## config.mk

```make
export PLATFORM = sky130hd
export DESIGN_NAME = lcd_wr_arbiter_flat
export DESIGN_NICKNAME = d
export VERILOG_FILES = /design/src/rtl/lcd_wr_arbiter_if.sv /design/src/rtl/lcd_wr_arbiter.sv /design/src/flat_wrapper.sv
export SDC_FILE = /design/constraint.sdc
export NUM_CORES = 1
export LEC_CHECK = 0
export CAP_MARGIN = 0
export CORE_ASPECT_RATIO = 0.6
export CORE_MARGIN = 3
export CORE_UTILIZATION = 35
export CTS_BUF_LIST = sky130_fd_sc_hd__clkbuf_4 sky130_fd_sc_hd__clkbuf_8 sky130_fd_sc_hd__clkbuf_16
export CTS_CLUSTER_DIAMETER = 100
export CTS_CLUSTER_SIZE = 40
export DETAILED_ROUTE_END_ITERATION = 8
export GPL_TIMING_DRIVEN = 0
export PLACE_DENSITY = 0.69
export SYNTH_ARGS = -nofsm -noshare
export SYNTH_HDL_FRONTEND = slang
export SYNTH_SLANG_ARGS = --single-unit
export TNS_END_PERCENT = 30
```

## constraint.sdc

```tcl
create_clock -name sys_clk_50MHz -period 3.4 [get_ports sys_clk_50MHz]
set_clock_uncertainty 0.2 [all_clocks]
set_input_delay 1.02 -clock sys_clk_50MHz [delete_from_list [all_inputs] [get_ports sys_clk_50MHz]]
set_output_delay 1.02 -clock sys_clk_50MHz [all_outputs]
set_load 0.02 [all_outputs]
```

## src/rtl/lcd_wr_arbiter_if.sv

```systemverilog
// Handshake bundle joining the init sequencer, the two drawing clients and the SPI word writer.
interface lcd_wr_arbiter_if;
  logic        init_done;
  logic        init_en;
  logic [8:0]  init_data;
  logic        init_wr_done;
  logic [1:0]  cli_req;
  logic [17:0] cli_data;
  logic [1:0]  cli_last;
  logic [1:0]  cli_grant;
  logic [1:0]  cli_ack;
  logic        wr_en;
  logic [8:0]  wr_data;
  logic        wr_done;
  logic        timeout_err;

  // Arbiter side: owns the writer, serves sequencer and clients.
  modport master (
    input  init_done, init_en, init_data, cli_req, cli_data, cli_last, wr_done,
    output init_wr_done, cli_grant, cli_ack, wr_en, wr_data, timeout_err
  );

  // Environment side: sequencer, clients and writer.
  modport slave (
    output init_done, init_en, init_data, cli_req, cli_data, cli_last, wr_done,
    input  init_wr_done, cli_grant, cli_ack, wr_en, wr_data, timeout_err
  );
endinterface

```

## src/rtl/lcd_wr_arbiter.sv

```systemverilog
// LCD SPI writer arbiter: passes the power-up stream through until init_done, then shares
// the writer between two burst-locked clients in round-robin order, with a wr_done watchdog.
module lcd_wr_arbiter #(
  parameter logic [23:0] TIMEOUT_CYC = 24'd1_000_000,
  parameter logic [8:0]  DATA_IDLE   = 9'h000
) (
  input  logic             sys_clk_50MHz,
  input  logic             sys_rst,
  lcd_wr_arbiter_if.master bus
);

  localparam int unsigned WORD_W = 9;
  localparam int unsigned WDOG_W = 24;

  // S_ACK holds one cycle after an acked word so the client can present its next word
  // before S_LOAD samples it.
  typedef enum logic [2:0] {
    S_INIT,
    S_ARB,
    S_LOAD,
    S_XFER,
    S_ACK,
    S_GAP
  } state_t;

  state_t              state_q;
  logic                wr_en_q;
  logic [WORD_W-1:0]   wr_data_q;
  logic [1:0]          grant_q;
  logic [1:0]          ack_q;
  logic                timeout_err_q;
  logic                rr_ptr_q;
  logic                g_q;
  logic                last_q;
  logic [WDOG_W-1:0]   wdog_q;

  logic [WORD_W-1:0]   cli_word_c;
  logic                cli_last_c;
  logic                cli_req_c;
  logic                arb_pick_c;
  logic                wdog_expired_c;

  // Current word/flags of the granted client and the arbitration choice.
  assign cli_word_c     = g_q ? bus.cli_data[17:9] : bus.cli_data[8:0];
  assign cli_last_c     = bus.cli_last[g_q];
  assign cli_req_c      = bus.cli_req[g_q];
  assign arb_pick_c     = (bus.cli_req == 2'b11) ? rr_ptr_q : bus.cli_req[1];
  assign wdog_expired_c = (wdog_q == (TIMEOUT_CYC - WDOG_W'(1)));

  assign bus.wr_en        = wr_en_q;
  assign bus.wr_data      = wr_data_q;
  assign bus.cli_grant    = grant_q;
  assign bus.cli_ack      = ack_q;
  assign bus.timeout_err  = timeout_err_q;
  assign bus.init_wr_done = bus.wr_done & (state_q == S_INIT);

  // Arbiter FSM with registered outputs and saturating watchdog.
  always_ff @(posedge sys_clk_50MHz or posedge sys_rst) begin
    if (sys_rst) begin
      state_q       <= S_INIT;
      wr_en_q       <= 1'b0;
      wr_data_q     <= DATA_IDLE;
      grant_q       <= 2'b00;
      ack_q         <= 2'b00;
      timeout_err_q <= 1'b0;
      rr_ptr_q      <= 1'b0;
      g_q           <= 1'b0;
      last_q        <= 1'b0;
      wdog_q        <= '0;
    end else begin
      ack_q  <= 2'b00;
      wdog_q <= '0;
      case (state_q)
        S_INIT: begin
          if (bus.init_done) begin
            wr_en_q   <= 1'b0;
            wr_data_q <= DATA_IDLE;
            state_q   <= S_ARB;
          end else begin
            wr_en_q   <= bus.init_en;
            wr_data_q <= bus.init_en ? bus.init_data : DATA_IDLE;
          end
        end
        S_ARB: begin
          wr_en_q   <= 1'b0;
          wr_data_q <= DATA_IDLE;
          if (|bus.cli_req) begin
            g_q     <= arb_pick_c;
            grant_q <= arb_pick_c ? 2'b10 : 2'b01;
            state_q <= S_LOAD;
          end
        end
        S_LOAD: begin
          // A client that dropped its request after the previous ack ends the burst here.
          if (!cli_req_c) begin
            state_q <= S_GAP;
          end else begin
            wr_data_q <= cli_word_c;
            last_q    <= cli_last_c;
            wr_en_q   <= 1'b1;
            state_q   <= S_XFER;
          end
        end
        S_XFER: begin
          if (bus.wr_done) begin
            ack_q     <= grant_q;
            wr_en_q   <= 1'b0;
            wr_data_q <= DATA_IDLE;
            state_q   <= (last_q || !cli_req_c) ? S_GAP : S_ACK;
          end else if (wdog_expired_c) begin
            timeout_err_q <= 1'b1;
            wr_en_q       <= 1'b0;
            wr_data_q     <= DATA_IDLE;
            state_q       <= S_GAP;
          end else begin
            wdog_q <= (&wdog_q) ? wdog_q : wdog_q + WDOG_W'(1);
          end
        end
        S_ACK: begin
          state_q <= S_LOAD;
        end
        S_GAP: begin
          wr_en_q   <= 1'b0;
          wr_data_q <= DATA_IDLE;
          grant_q   <= 2'b00;
          rr_ptr_q  <= ~g_q;
          state_q   <= S_ARB;
        end
        default: begin
          state_q <= S_INIT;
        end
      endcase
    end
  end

endmodule
```

## src/flat_wrapper.sv

```systemverilog
// flat-port wrapper written by rule: the top's interface ports become plain ports
module lcd_wr_arbiter_flat 
#(
  parameter logic [23:0] TIMEOUT_CYC = 24'd1_000_000,
  parameter logic [8:0]  DATA_IDLE   = 9'h000
)
  (sys_clk_50MHz, sys_rst, bus_init_done, bus_init_en, bus_init_data, bus_cli_req, bus_cli_data, bus_cli_last, bus_wr_done, bus_init_wr_done, bus_cli_grant, bus_cli_ack, bus_wr_en, bus_wr_data, bus_timeout_err);
  lcd_wr_arbiter_if bus_i ();
  input  logic sys_clk_50MHz;
  input  logic sys_rst;
  input wire logic [$bits(bus_i.init_done)-1:0] bus_init_done;
  input wire logic [$bits(bus_i.init_en)-1:0] bus_init_en;
  input wire logic [$bits(bus_i.init_data)-1:0] bus_init_data;
  input wire logic [$bits(bus_i.cli_req)-1:0] bus_cli_req;
  input wire logic [$bits(bus_i.cli_data)-1:0] bus_cli_data;
  input wire logic [$bits(bus_i.cli_last)-1:0] bus_cli_last;
  input wire logic [$bits(bus_i.wr_done)-1:0] bus_wr_done;
  output wire logic [$bits(bus_i.init_wr_done)-1:0] bus_init_wr_done;
  output wire logic [$bits(bus_i.cli_grant)-1:0] bus_cli_grant;
  output wire logic [$bits(bus_i.cli_ack)-1:0] bus_cli_ack;
  output wire logic [$bits(bus_i.wr_en)-1:0] bus_wr_en;
  output wire logic [$bits(bus_i.wr_data)-1:0] bus_wr_data;
  output wire logic [$bits(bus_i.timeout_err)-1:0] bus_timeout_err;
  assign bus_i.init_done = bus_init_done;
  assign bus_i.init_en = bus_init_en;
  assign bus_i.init_data = bus_init_data;
  assign bus_i.cli_req = bus_cli_req;
  assign bus_i.cli_data = bus_cli_data;
  assign bus_i.cli_last = bus_cli_last;
  assign bus_i.wr_done = bus_wr_done;
  assign bus_init_wr_done = bus_i.init_wr_done;
  assign bus_cli_grant = bus_i.cli_grant;
  assign bus_cli_ack = bus_i.cli_ack;
  assign bus_wr_en = bus_i.wr_en;
  assign bus_wr_data = bus_i.wr_data;
  assign bus_timeout_err = bus_i.timeout_err;
  lcd_wr_arbiter #(.TIMEOUT_CYC(TIMEOUT_CYC), .DATA_IDLE(DATA_IDLE)) u_core (.sys_clk_50MHz(sys_clk_50MHz), .sys_rst(sys_rst), .bus(bus_i));
endmodule
```

==> reports/metrics.cfg <==
[synth]
yosysSeqAreaShare_pct=45.89
yosys-top-cells-area=sky130_fd_sc_hd__dfrtp_1, sky130_fd_sc_hd__xnor2_1, sky130_fd_sc_hd__nor2_1
synth_flop_cell=sky130_fd_sc_hd__dfrtp_1
netlist_top_cells_count=sky130_fd_sc_hd__dfrtp_1, sky130_fd_sc_hd__nor2_1, sky130_fd_sc_hd__nand2_1
syn_inst=254
share_of_the_synthesized_area_in_compound_gates_ao_oa_aoi_oai_pct=12.80
synth_edf_count=0
netlist_area_mm2=0.002454
synth_cell_type_count=42
post-synth-top-area-fraction_pct=45.89
synthAdderAreaFrac_pct=0.5099
postSynth.asyncResetShare_pct=100.0
synth_top_family_by_area=simple AND/OR/NAND/NOR gates
synthDominantAreaCellType=sky130_fd_sc_hd__dfrtp_1
synth_warnings=0
postSynthRegisterBits=45
synthesized_area_fraction_occupied_by_and_or_nand_nor_cells_pct=23.51
post_synth_mux_area_share_pct=8.618
synth_fp_nets=291
synth.most_common_cell=sky130_fd_sc_hd__dfrtp_1
synthXorXnorAreaFrac_pct=6.782
post_synth.cell_area_avg_um2=9.660

[critical_path]
crit_path_max_fanout=5
reg2regPathDepth=5
cp-start-kind=primary input
crit-reg2reg-capture=u_core.bus.wr_data[0]
biggest_cell_delay_along_the_critical_path_ps=290
ws_path_type=in -> out
crit_path_cell_trace=dlymetal6s2s_1 > nor4b_4 > clkdlybuf4s15_2
cp-end-kind=primary output
worst-r2r-setup-slack_ps=770
critPathSlowestCell=sky130_fd_sc_hd__clkdlybuf4s15_2
cp.arrival_ps=1740
worst-path-buf-inv=2
timing.critical_path.required_ps=2180
crit_family=buffers and inverters
r2r_start=u_core.wdog_q[7]

[power_and_ir_drop]
max-vdd-ir-drop_v=0.0003159
power.share.clock_pct=28.7
sw_frac_of_total_pct=33.72
seq_power_share_pct=35.0
static-leakage-power_nw=1.314
design_power_total_mw=2.013
internal-power_mw=1.334
switching_power_mw=0.6787
proportion_of_power_drawn_by_combinational_gates_pct=36.3
power_density_mw_per_mm2=612.8

[drt]
total_wirelength_mm=6.370
detailroute.via_count=2210
final_antenna_net_count=0
drt-wirelength-per-cell_um=16.01
drcViolationCount=0
drt-pass1-iter-count=4
detail_route.vias_per_cell=5.553
drt_first_iter_violations=217

[timing]
slew_headroom_pct=28.32
finalHoldViolCount=0
setup-tns-final_ps=0
setup_repair_after_global_routing_missed_its_margin=false
timing_max_transition_violations_final=0
period_needed_ps=2959
timing.final.ws_setup_ps=441.1
timing_worst_slew_pin_value_ps=1072
fmaxAchievable_ghz=0.3380
layout_worst_path_cycle_share_pct=87.03
setup_violations=0
hold-worst-slack_ps=288.0

[clock_tree]
clock_tree_from_tritoncts=yes
cts_made_buffers=5
clk_pin_slew_ps=70
postCtsHoldBufs=0
clkLatencyLatePin_ps=290
clock_sinks=45
clock_path_buffers=2
htreeDepth=2
cts_root_buf=sky130_fd_sc_hd__clkbuf_16

[status]
status=complete, no violations

[min_path]
worst_hold_path.num_cells=1
timing.hold.worst.class=reg -> reg
hold-path-endpoint=u_core.bus.timeout_err
hold_start=u_core.bus.timeout_err

[final_layout]
layout-drive-gt1-share_pct=9.236
fin_cells=398
flow.area_growth_from_synthesis_pct=33.86
finish.net_count=350
antenna_fix_cells=0

[place]
place_worst_setup_slack_ps=-344.2
port_buffers=51
routabilityCongestion=0.9000
dp_hpwl_mm=4.727
dp_cells=390

[global_routing]
grt_start_max_net_pins=42
first_global_vias=2106
grt_first_pass_wirelength_mm=10.92
antenna_found_initial=0
grt.overflow.total=0
globalRouteTotalUtil_pct=16.88

[run]
timing.max_cap.violations=0

[floorplan]
fp.coreArea_mm2=0.006441
die_area_mm2=0.008084
rows=22
start_util_pct=38.09
die-width_um=114.1
floorplan.io_pins=52
dieHeight_um=70.86

## layer usage
layer | vias to the layer above | wire [um] | global-route usage (%)
met5 | - | 0 | 0
met4 | 0 | 72 | 4.348
met3 | 6 | 437 | 3.761
met2 | 71 | 2719 | 23.35
met1 | 1095 | 3141 | 26.28
li1 | 1038 | - | -
## state kept, by name, indices dropped and copies added, names as in the netlist, 2 cells and up
register              count
u_core.wdog_q            24
u_core.bus.cli_ack        2
u_core.bus.cli_grant      2
u_core.bus.wr_data        9
u_core.state_q            3
## stage by stage
stage	instance area, um2	util, %
after floorplan	2454	-
after global placement	3069	47.65
after detailed placement	3089	47.96
after CTS	3273	50.82
after global routing	3284	50.99
final	3284	50.99
## what timing repair did
item / CTS / global route
endpoints found under the setup margin: 1 / 1
gates resized for setup: 5 / 2
pin swaps: 0 / 0
setup buffers: 0 / 0
endpoints found under the hold margin: 0 / 0
gates cloned: 0 / 0
## worst register-to-register path: cells and delay by family (launching register included)
family,cells,cell delay [ps]
mux,1,350
compound gates,1,610
simple gates,3,900
flops,1,460
## power groups by stage
stage	Combinational [mW]	Clock (mW)	Sequential, mW
after floorplan	0.420	0	0.746
after global placement	0.712	0	0.698
after detailed placement	0.726	0	0.708
after CTS	0.733	0.586	0.700
after global routing	0.805	0.609	0.719
final	0.732	0.577	0.704
## logic make-up (layout without fill, tap and decap cells)
logic type | after synthesis | in the layout
compound gates | 49 | 49
xor+xnor | 19 | 19
fa+ha+maj | 1 | 1
buf+inv | 12 | 72
flops | 45 | 45
mux | 20 | 20
simple gates | 108 | 108
## area by class of cell
type / instances / area (um2)
inverters: 3 / 11.26
repair buffers: 52 / 534.3
well taps: 84 / 105.1
multi-input cells: 197 / 1296
clock inverters: 2 / 37.54
flip-flops and latches: 45 / 1126
plain buffers: 9 / 35.03
clock buffers: 6 / 138.9
fillers: 599 / 3157
## how the worst max path moves through the flow
stage                startpoint                to  slack [ps]  cells after the start
floorplan           bus_wr_done  bus_init_wr_done         450                      1
global placement    bus_wr_done  bus_init_wr_done        -340                      3
detailed placement  bus_wr_done  bus_init_wr_done        -340                      3
CTS                 bus_wr_done  bus_init_wr_done          60                      3
global route        bus_wr_done  bus_init_wr_done         370                      3
finish              bus_wr_done  bus_init_wr_done         440                      3
## layout by cell type (no fill, tap or decap), types with 2 or more instances in the layout
cell	n
sky130_fd_sc_hd__mux2_2	9
sky130_fd_sc_hd__xor2_1	5
sky130_fd_sc_hd__nor2b_1	3
sky130_fd_sc_hd__mux2i_1	11
sky130_fd_sc_hd__a211oi_1	6
sky130_fd_sc_hd__nand4_1	8
sky130_fd_sc_hd__nor4_1	5
sky130_fd_sc_hd__o21ai_0	15
sky130_fd_sc_hd__nor2_1	30
sky130_fd_sc_hd__nand2b_1	2
sky130_fd_sc_hd__nor3_1	7
sky130_fd_sc_hd__a21oi_1	13
sky130_fd_sc_hd__dfrtp_1	45
sky130_fd_sc_hd__nand2_1	23
sky130_fd_sc_hd__xnor2_1	14
sky130_fd_sc_hd__nor4b_2	2
sky130_fd_sc_hd__and3_1	2
sky130_fd_sc_hd__clkbuf_16	5
sky130_fd_sc_hd__nand3_1	13
sky130_fd_sc_hd__clkbuf_1	8
sky130_fd_sc_hd__clkdlybuf4s50_1	49
sky130_fd_sc_hd__and4_1	4
sky130_fd_sc_hd__o211a_1	2
sky130_fd_sc_hd__a31oi_1	4
sky130_fd_sc_hd__inv_1	2
(Power assumes the default switching activity.)
